$ cat config.mk
export PLATFORM = sky130hd
export DESIGN_NAME = ddr_rd_engine_flat
export DESIGN_NICKNAME = d
export VERILOG_FILES = /design/src/rtl/ddr_rd_engine_pkg.sv /design/src/rtl/ddr_rd_engine_if.sv /design/src/rtl/ddr_rd_fifo.sv /design/src/rtl/ddr_rd_engine.sv /design/src/flat_wrapper.sv
export SDC_FILE = /design/constraint.sdc
export NUM_CORES = 2
export LEC_CHECK = 0
export ABC_AREA = 1
export CORE_AREA = 2 2 656 332
export DETAILED_ROUTE_END_ITERATION = 8
export DIE_AREA = 0 0 658 334
export PLACE_DENSITY = 0.7
export SYNTH_ARGS = -nofsm -noshare
export SYNTH_HDL_FRONTEND = slang
export SYNTH_SLANG_ARGS = --single-unit
$ cat constraint.sdc
create_clock -name clk -period 2.7 [get_ports clk]
set_input_delay 0.27 -clock clk [delete_from_list [all_inputs] [get_ports clk]]
set_output_delay 0.27 -clock clk [all_outputs]
set_load 0.05 [all_outputs]
$ cat src/rtl/ddr_rd_engine_pkg.sv
// Shared definitions for the DDR read engine: command code, state encoding, default widths.
package ddr_rd_engine_pkg;

    localparam logic [2:0] APP_CMD_RD = 3'b001;

    localparam int unsigned DDR_ADDR_W = 28;
    localparam int unsigned DDR_DATA_W = 128;

    // One-hot engine states
    typedef enum logic [2:0] {
        StIdle  = 3'b001,
        StRun   = 3'b010,
        StDrain = 3'b100
    } state_e;

endpackage

$ cat src/rtl/ddr_rd_engine_if.sv
// User-side and DDR app-side signals of the read engine.
// The engine uses the slave modport; the surrounding logic uses the master modport.
interface ddr_rd_engine_if
    import ddr_rd_engine_pkg::*;
#(
    parameter int unsigned ADDR_W = DDR_ADDR_W,
    parameter int unsigned DATA_W = DDR_DATA_W,
    parameter int unsigned BL_W   = 8
);
    // user request side
    logic              en;
    logic [BL_W-1:0]   bl;
    logic [ADDR_W-1:0] addr;
    logic [ADDR_W-1:0] ring_lo;
    logic [ADDR_W-1:0] ring_hi;
    // user data side
    logic [DATA_W-1:0] dat_o;
    logic              nd;
    logic              dat_rdy;
    logic              done;
    logic              busy;
    // DDR controller app side
    logic [2:0]        app_cmd;
    logic [ADDR_W-1:0] app_addr;
    logic              app_en;
    logic              app_rdy;
    logic [DATA_W-1:0] app_rd_data;
    logic              app_rd_data_end;
    logic              app_rd_data_valid;

    modport slave (
        input  en, bl, addr, ring_lo, ring_hi, dat_rdy,
        input  app_rdy, app_rd_data, app_rd_data_end, app_rd_data_valid,
        output dat_o, nd, done, busy, app_cmd, app_addr, app_en
    );

    modport master (
        output en, bl, addr, ring_lo, ring_hi, dat_rdy,
        output app_rdy, app_rd_data, app_rd_data_end, app_rd_data_valid,
        input  dat_o, nd, done, busy, app_cmd, app_addr, app_en
    );

endinterface

$ cat src/rtl/ddr_rd_fifo.sv
// Synchronous show-ahead FIFO holding returned read beats until the user drains them.
module ddr_rd_fifo
    import ddr_rd_engine_pkg::*;
#(
    parameter int unsigned DATA_W  = DDR_DATA_W,
    parameter int unsigned FIFO_AW = 4
) (
    input  logic              clk,
    input  logic              rst_n,
    input  logic              wr_en,
    input  logic [DATA_W-1:0] din,
    input  logic              rd_en,
    output logic [DATA_W-1:0] dout,
    output logic              empty,
    output logic              full,
    output logic [FIFO_AW:0]  count
);

    localparam int unsigned DEPTH = 1 << FIFO_AW;

    logic [DATA_W-1:0]  mem_q [DEPTH];
    logic [DATA_W-1:0]  mem_d [DEPTH];
    logic [FIFO_AW-1:0] wr_ptr_q, wr_ptr_d;
    logic [FIFO_AW-1:0] rd_ptr_q, rd_ptr_d;
    logic [FIFO_AW:0]   count_q, count_d;
    logic               push, pop;

    assign empty = (count_q == '0);
    assign full  = (count_q == (FIFO_AW+1)'(DEPTH));
    assign count = count_q;
    assign dout  = mem_q[rd_ptr_q];

    // A push into a full FIFO is only legal alongside a pop (slot being vacated)
    assign pop  = rd_en && !empty;
    assign push = wr_en && (!full || pop);

    // Next-state for storage, pointers and occupancy
    always_comb begin
        mem_d    = mem_q;
        wr_ptr_d = wr_ptr_q;
        rd_ptr_d = rd_ptr_q;
        count_d  = count_q;
        if (push) begin
            mem_d[wr_ptr_q] = din;
            wr_ptr_d        = wr_ptr_q + FIFO_AW'(1);
        end
        if (pop) begin
            rd_ptr_d = rd_ptr_q + FIFO_AW'(1);
        end
        case ({push, pop})
            2'b10:   count_d = count_q + (FIFO_AW+1)'(1);
            2'b01:   count_d = count_q - (FIFO_AW+1)'(1);
            default: count_d = count_q;
        endcase
    end

    // State registers
    always_ff @(posedge clk or negedge rst_n) begin
        if (!rst_n) begin
            for (int i = 0; i < int'(DEPTH); i++) begin
                mem_q[i] <= '0;
            end
            wr_ptr_q <= '0;
            rd_ptr_q <= '0;
            count_q  <= '0;
        end else begin
            mem_q    <= mem_d;
            wr_ptr_q <= wr_ptr_d;
            rd_ptr_q <= rd_ptr_d;
            count_q  <= count_d;
        end
    end

    // The engine's credit scheme must make this unreachable
    overflow_a: assert property (@(posedge clk) disable iff (!rst_n) !(wr_en && full && !rd_en))
        else $error("ddr_rd_fifo: write into full FIFO");

endmodule

$ cat src/rtl/ddr_rd_engine.sv
// Issues a run of read commands over a ring address window and buffers the returned
// beats; commands are credit-limited so the return FIFO cannot overflow.
module ddr_rd_engine
    import ddr_rd_engine_pkg::*;
#(
    parameter int unsigned ADDR_W  = DDR_ADDR_W,
    parameter int unsigned DATA_W  = DDR_DATA_W,
    parameter int unsigned BURST_L = 8,
    parameter int unsigned BL_W    = 8,
    parameter int unsigned FIFO_AW = 4
) (
    input  logic         clk,
    input  logic         rst_n,
    ddr_rd_engine_if.slave bus
);

    localparam int unsigned DEPTH = 1 << FIFO_AW;
    localparam int unsigned CW    = FIFO_AW + 2;

    state_e            state_q, state_d;
    logic [BL_W-1:0]   bl_q, bl_d;
    logic [BL_W-1:0]   cmd_cnt_q, cmd_cnt_d;
    logic [BL_W-1:0]   rcv_cnt_q, rcv_cnt_d;
    logic [BL_W-1:0]   pop_cnt_q, pop_cnt_d;
    logic [ADDR_W-1:0] cur_addr_q, cur_addr_d;
    logic              done_q, done_d;

    logic [ADDR_W-1:0] nxt_addr;
    logic [FIFO_AW:0]  fifo_count;
    logic [FIFO_AW:0]  outstanding;
    logic [CW-1:0]     credit_used;
    logic [DATA_W-1:0] fifo_dout;
    logic              fifo_empty, fifo_full;
    logic              active, app_en_w, cmd_fire, beat_in, beat_pop;
    logic              unused_sigs;

    assign active      = (state_q != StIdle);
    assign outstanding = (FIFO_AW+1)'(cmd_cnt_q - rcv_cnt_q);
    // Beats already buffered plus beats still owed by the controller
    assign credit_used = CW'(fifo_count) + CW'(outstanding);
    assign app_en_w    = (state_q == StRun) && (cmd_cnt_q < bl_q) && (credit_used < CW'(DEPTH));
    assign cmd_fire    = app_en_w && bus.app_rdy;
    assign beat_in     = active && bus.app_rd_data_valid;
    assign beat_pop    = !fifo_empty && bus.dat_rdy;
    assign nxt_addr    = cur_addr_q + ADDR_W'(BURST_L);

    assign unused_sigs = ^{bus.app_rd_data_end, fifo_full};

    ddr_rd_fifo #(
        .DATA_W  (DATA_W),
        .FIFO_AW (FIFO_AW)
    ) u_fifo (
        .clk   (clk),
        .rst_n (rst_n),
        .wr_en (beat_in),
        .din   (bus.app_rd_data),
        .rd_en (beat_pop),
        .dout  (fifo_dout),
        .empty (fifo_empty),
        .full  (fifo_full),
        .count (fifo_count)
    );

    assign bus.dat_o    = fifo_dout;
    assign bus.nd       = !fifo_empty;
    assign bus.done     = done_q;
    assign bus.busy     = active;
    assign bus.app_cmd  = APP_CMD_RD;
    assign bus.app_addr = cur_addr_q;
    assign bus.app_en   = app_en_w;

    // Next-state: FSM, counters and ring-wrapped command address
    always_comb begin
        state_d    = state_q;
        bl_d       = bl_q;
        cur_addr_d = cur_addr_q;
        cmd_cnt_d  = cmd_cnt_q;
        rcv_cnt_d  = rcv_cnt_q;
        pop_cnt_d  = pop_cnt_q;
        done_d     = 1'b0;

        if (cmd_fire) begin
            cmd_cnt_d  = cmd_cnt_q + BL_W'(1);
            cur_addr_d = (nxt_addr >= bus.ring_hi) ? bus.ring_lo : nxt_addr;
        end
        if (beat_in) begin
            rcv_cnt_d = rcv_cnt_q + BL_W'(1);
        end
        if (beat_pop && active) begin
            pop_cnt_d = pop_cnt_q + BL_W'(1);
        end

        unique case (state_q)
            StIdle: begin
                if (bus.en && (bus.bl != '0)) begin
                    state_d    = StRun;
                    bl_d       = bus.bl;
                    cur_addr_d = bus.addr;
                    cmd_cnt_d  = '0;
                    rcv_cnt_d  = '0;
                    pop_cnt_d  = '0;
                end
            end
            StRun: begin
                if (cmd_fire && (cmd_cnt_d == bl_q)) begin
                    state_d = StDrain;
                end
            end
            StDrain: begin
                if (beat_pop && (pop_cnt_d == bl_q)) begin
                    state_d = StIdle;
                    done_d  = 1'b1;
                end
            end
            default: state_d = StIdle;
        endcase
    end

    // State registers
    always_ff @(posedge clk or negedge rst_n) begin
        if (!rst_n) begin
            state_q    <= StIdle;
            bl_q       <= '0;
            cur_addr_q <= '0;
            cmd_cnt_q  <= '0;
            rcv_cnt_q  <= '0;
            pop_cnt_q  <= '0;
            done_q     <= 1'b0;
        end else begin
            state_q    <= state_d;
            bl_q       <= bl_d;
            cur_addr_q <= cur_addr_d;
            cmd_cnt_q  <= cmd_cnt_d;
            rcv_cnt_q  <= rcv_cnt_d;
            pop_cnt_q  <= pop_cnt_d;
            done_q     <= done_d;
        end
    end

endmodule

$ cat src/flat_wrapper.sv
// flat-port wrapper written by rule: the top's interface ports become plain ports
module ddr_rd_engine_flat import ddr_rd_engine_pkg::*;
#(
    parameter int unsigned ADDR_W  = DDR_ADDR_W,
    parameter int unsigned DATA_W  = DDR_DATA_W,
    parameter int unsigned BURST_L = 8,
    parameter int unsigned BL_W    = 8,
    parameter int unsigned FIFO_AW = 4
)
  (clk, rst_n, bus_en, bus_bl, bus_addr, bus_ring_lo, bus_ring_hi, bus_dat_rdy, bus_app_rdy, bus_app_rd_data, bus_app_rd_data_end, bus_app_rd_data_valid, bus_dat_o, bus_nd, bus_done, bus_busy, bus_app_cmd, bus_app_addr, bus_app_en);
  ddr_rd_engine_if #(.ADDR_W(ADDR_W), .DATA_W(DATA_W), .BL_W(BL_W)) bus_i ();
  input  logic clk;
  input  logic rst_n;
  input wire logic [$bits(bus_i.en)-1:0] bus_en;
  input wire logic [$bits(bus_i.bl)-1:0] bus_bl;
  input wire logic [$bits(bus_i.addr)-1:0] bus_addr;
  input wire logic [$bits(bus_i.ring_lo)-1:0] bus_ring_lo;
  input wire logic [$bits(bus_i.ring_hi)-1:0] bus_ring_hi;
  input wire logic [$bits(bus_i.dat_rdy)-1:0] bus_dat_rdy;
  input wire logic [$bits(bus_i.app_rdy)-1:0] bus_app_rdy;
  input wire logic [$bits(bus_i.app_rd_data)-1:0] bus_app_rd_data;
  input wire logic [$bits(bus_i.app_rd_data_end)-1:0] bus_app_rd_data_end;
  input wire logic [$bits(bus_i.app_rd_data_valid)-1:0] bus_app_rd_data_valid;
  output wire logic [$bits(bus_i.dat_o)-1:0] bus_dat_o;
  output wire logic [$bits(bus_i.nd)-1:0] bus_nd;
  output wire logic [$bits(bus_i.done)-1:0] bus_done;
  output wire logic [$bits(bus_i.busy)-1:0] bus_busy;
  output wire logic [$bits(bus_i.app_cmd)-1:0] bus_app_cmd;
  output wire logic [$bits(bus_i.app_addr)-1:0] bus_app_addr;
  output wire logic [$bits(bus_i.app_en)-1:0] bus_app_en;
  assign bus_i.en = bus_en;
  assign bus_i.bl = bus_bl;
  assign bus_i.addr = bus_addr;
  assign bus_i.ring_lo = bus_ring_lo;
  assign bus_i.ring_hi = bus_ring_hi;
  assign bus_i.dat_rdy = bus_dat_rdy;
  assign bus_i.app_rdy = bus_app_rdy;
  assign bus_i.app_rd_data = bus_app_rd_data;
  assign bus_i.app_rd_data_end = bus_app_rd_data_end;
  assign bus_i.app_rd_data_valid = bus_app_rd_data_valid;
  assign bus_dat_o = bus_i.dat_o;
  assign bus_nd = bus_i.nd;
  assign bus_done = bus_i.done;
  assign bus_busy = bus_i.busy;
  assign bus_app_cmd = bus_i.app_cmd;
  assign bus_app_addr = bus_i.app_addr;
  assign bus_app_en = bus_i.app_en;
  ddr_rd_engine #(.ADDR_W(ADDR_W), .DATA_W(DATA_W), .BURST_L(BURST_L), .BL_W(BL_W), .FIFO_AW(FIFO_AW)) u_core (.clk(clk), .rst_n(rst_n), .bus(bus_i));
endmodule
==> impl_results.md <==
- Outcome: complete, but fails checks
- Failing checks: setup timing
- Startpoint class of the critical path: register
- Post-route ant nets: 0
- Number of port buffers: between 300 and 400
- Slowest CP cell: dfrtp_1
- Area occupied by registers: roughly 53000 sq um
- Reg2reg start: u_core.bus.app_addr[5]
- Initial antenna violation count: 11
- Layout area overhead: 30.0%
- Multi-input gate area: about 40000 sq um
- Total track usage: a little under a third
- HP Class: in2reg
- Yosys top cell by area: dfrtp_1
- Num CTS Buffers: just under 200
- Initial Util: between 40 and 50%
- Vias in the first global route: ~85000
- Least-Margin Pin Slew: between 1 and 1.5 ns
- Seq/Total Area, Yosys: a little under three fifths
- Post-DR vias/cell: ~6
- Combinational share of power: between 50% and 60%
- WHS Endpoint: u_core.bus.app_addr[25]
- Vias: between 90000 and 100k
- Internal power component: about 110 mW
- Gpl congestion: about 0.94
- Critical path launch point: u_core.cmd_cnt_q[0]
- Core region area: 215000 sq um
- Final Non-Filler Cells: 14900
- Hpwl dp: 195 mm
- First-pass GRT wire length: approximately 530 mm
- Share of cells above drive strength 1: between 10% and 20%
- CTS max path bufs: 4
- Most instantiated library cell after synthesis: o21ai_0
- Area share of the largest cell type after synthesis: 55.3%
- Placed cell areas: ~110000 sq um
- Netlist Area Pre-Place: 95900 sq um
- H-tree levels: 4
- CP peak stage delay: 0.39 ns
- Sw Ratio: a little over two fifths
- Nets: between 10000 and 15000
- Post-route cell area: between 100000 and 150000 sq um
- R2r setup slk: -0.84 ns
- Clock root buffer: clkbuf_16
- Post-synth EDFFs: 0
- Arr. time, crit path: approximately 3.4 ns
- Top Ports: approximately 400
- Worst Setup End Kind: primary output
- Layout fillers: 17700
- Die area: between 200000 and 250000 sq um
- Clk_lat worst skew: 0.85 ns
- Synth Instances: 11300
- Maximum vdd ir drop: 0.00138 V
- Main synth FF type: dfrtp_1
- CTS tree: built
- Core Rows: around 120
- Fin Clk Skew: between 0.03 and 0.04 ns
- Die Wd: approximately 660 microns
- Clock group share of total power: between 15 and 20%
- Static leakage: 56.4 nW
- Final WL: 361 mm
- Average size of a mapped cell: ~8.5 sq um
- Crit-path max FO: 2
- Unique masters post-synth: 52
- CTS Sinks: approximately 2100
- Cell Pwr Density: 1510 nW/um^2
- Total global routing overflow: 0
- Critical path type: reg2out
- Max_slew headroom: around a third
- Yosys warning count: 0
- Reg2reg path depth: 21
- Crit path cell chain: inv_2 -> ha_4 -> inv_2 -> fa_2 -> nand3_2 -> nand2_2 -> xor2_1 -> ha_1 -> nor2_1 -> nand2_1 -> nor2_1 -> nand3_1 -> buf_4 -> inv_4 -> nand3_4 -> inv_8 -> buf_6 -> buf_12
- Hold slack final: around 0.043 ns
- Worst r2r dst: u_core.bus.app_addr[14]
- Period utilisation layout: 136%
- Critical path required time: approximately 2.4 ns
- Final hold violations: 0
- Setup WS post-layout: -0.966 ns
- Sum of buffers and inverters on the critical path: 7
- RSZ-0062 raised after global routing: yes
- Clk pin slew, worst setup/hold paths: roughly 0.07 ns
- Sw power: between 80 and 90 mW
- Critical path's top delay family: adder cells
- Drt wl/cell: approximately 24 microns
- DP Cell Count: between 10000 and 15000
- Total of max-cap violations: 0
- Number of cells on the worst hold path: 3
- HP Start: bus_addr[25]
- Yosys reg bits: about 2100
- Largest net degree at the start of global routing: around 120
- Sequential power share: 29.8%
- Remaining DRCs: 0
- TritonRoute pass-1 iters: 7
- Tmin final: around 3.7 ns
- Async SR Flop Fraction: 100%
- Die height: 334 microns
- Ranking of synthesized cells by area: dfrtp_1, o21ai_0, nand2_1, nor2_1, o22ai_1
- Setup Viol. Count Final: between 150 and 200
- Initial DRC count: 13400
- Commonest cells in the netlist: o21ai_0, nand2_1, dfrtp_1
- Slew Viols, Final: 0
- Max Clock Freq: about 270 MHz
-- worst max-delay path by stage --
stage	endpoint	cells past startpoint
final	bus_app_en	18
after global routing	bus_app_en	18
after CTS	bus_app_en	17
after detailed placement	u_core.bus.app_addr[2]	21
after global placement	u_core.bus.app_addr[1]	21
after floorplan	u_core.bus.app_addr[18]	18
-- cell type report --
type	instances	share of cell area [%]
sequential	2122	42.6
timing repair inverter	3	0.0642
inverter	295	0.955
tap	2890	2.90
multi-input combinational	7831	32.3
clock buffer	292	4.77
timing repair buffer	1379	15.9
antenna	3	0.00602
clock inverter	62	0.518
-- tightest hold or removal path: cells and delay by family --
| family | cells | cell delay, ns |
|---|---|---|
| buffers and inverters | 1 | 0.40 |
| AOI/OAI and AO/OA | 1 | 0.04 |
| and+or+nand+nor | 1 | 0.14 |
-- what timing repair did --
item / 4_1_cts / 5_1_grt
resized for setup: 670 / 932
buffers inserted: 126 / 127
endpoints found under the hold margin: 1208 / 0
setup endpoints to repair: 169 / 199
pin swaps: 190 / 373
gates cloned: 100 / 67
hold buffers: 22 / 0
-- metrics by stage --
step | setup TNS [ns] | worst slack [ns] | utilization (%) | total power [mW]
floorplan | -6.99 | -0.260 | - | 99.5
global placement | -33.33 | -1.23 | 49.8 | 132
detailed placement | -30.45 | -1.14 | 49.8 | 135
CTS | -99.14 | -0.962 | 55.8 | 177
global route | -119.40 | -1.11 | 57.9 | 198
finish | -101.01 | -0.966 | 57.9 | 188
-- state kept, by name (all words and copies together) (netlist names), 4 cells and up --
register and flops:
u_core.rcv_cnt_q 5, u_core.u_fifo.count 5, u_core.bus.app_addr 28, u_core.cmd_cnt_q 8, u_core.pop_cnt_q 8, u_core.bl_q 8, u_core.u_fifo.rd_ptr_q 4, u_core.u_fifo.wr_ptr_q 4
u_core.u_fifo.mem_q 2048
-- power groups by stage --
| stage | combinational [mW] | clock, mW | sequential, mW |
|---|---|---|---|
| after floorplan | 46.1 | 0 | 53.4 |
| after global placement | 77.8 | 0 | 54.3 |
| after detailed placement | 79.5 | 0 | 55.1 |
| after CTS | 92.5 | 29.4 | 54.8 |
| after global routing | 110 | 30.8 | 57.3 |
| final | 103 | 29.2 | 56.0 |
-- cells by family (layout without fill, tap and decap cells) --
family	after synthesis	in the layout	synth area share, %
AO/OA/AOI/OAI	4014	4014	22.4
XOR/XNOR	36	36	0.329
adder cells (fa/ha/maj)	58	58	0.772
buffers and inverters	1327	2031	6.02
flip-flops	2122	2122	55.4
multiplexers	1	1	0.0104
other	2	6	0.00783
AND/OR/NAND/NOR	3719	3719	15.1
-- layout by cell type (no fill, tap or decap), types with 37 or more instances in the layout --
| cell type | netlist | layout |
|---|---|---|
| ha_1 | 56 | 49 |
| o211ai_1 | 83 | 83 |
| clkbuf_8 | 0 | 51 |
| nand2_2 | 1 | 44 |
| o221ai_1 | 169 | 142 |
| nor2_1 | 1215 | 1095 |
| buf_16 | 0 | 122 |
| clkbuf_16 | 0 | 259 |
| dfrtp_1 | 2121 | 2103 |
| o22ai_1 | 410 | 314 |
| o21ai_1 | 293 | 593 |
| buf_4 | 92 | 434 |
| buf_6 | 14 | 88 |
| nand2_1 | 2306 | 2243 |
| o21ai_0 | 2964 | 2454 |
| buf_12 | 0 | 355 |
| clkbuf_1 | 619 | 37 |
| a21oi_1 | 76 | 56 |
| inv_1 | 284 | 269 |
| nand4_1 | 51 | 51 |
| o21ai_2 | 0 | 181 |
| o22ai_2 | 0 | 90 |
| clkdlybuf4s50_1 | 0 | 255 |
| nand3_1 | 94 | 61 |
| nor2_2 | 4 | 91 |
-- metal layers --
layer  up-vias  track usage, %  part of all wire, %
met2      5732            45.8                   44
met3       845            6.48                   11
li1      39400               -                    -
met5         -               0                0.026
met4        14            10.3                  3.5
met1     44600            45.1                   42
Note: power is estimated with default switching activity, not from simulation.
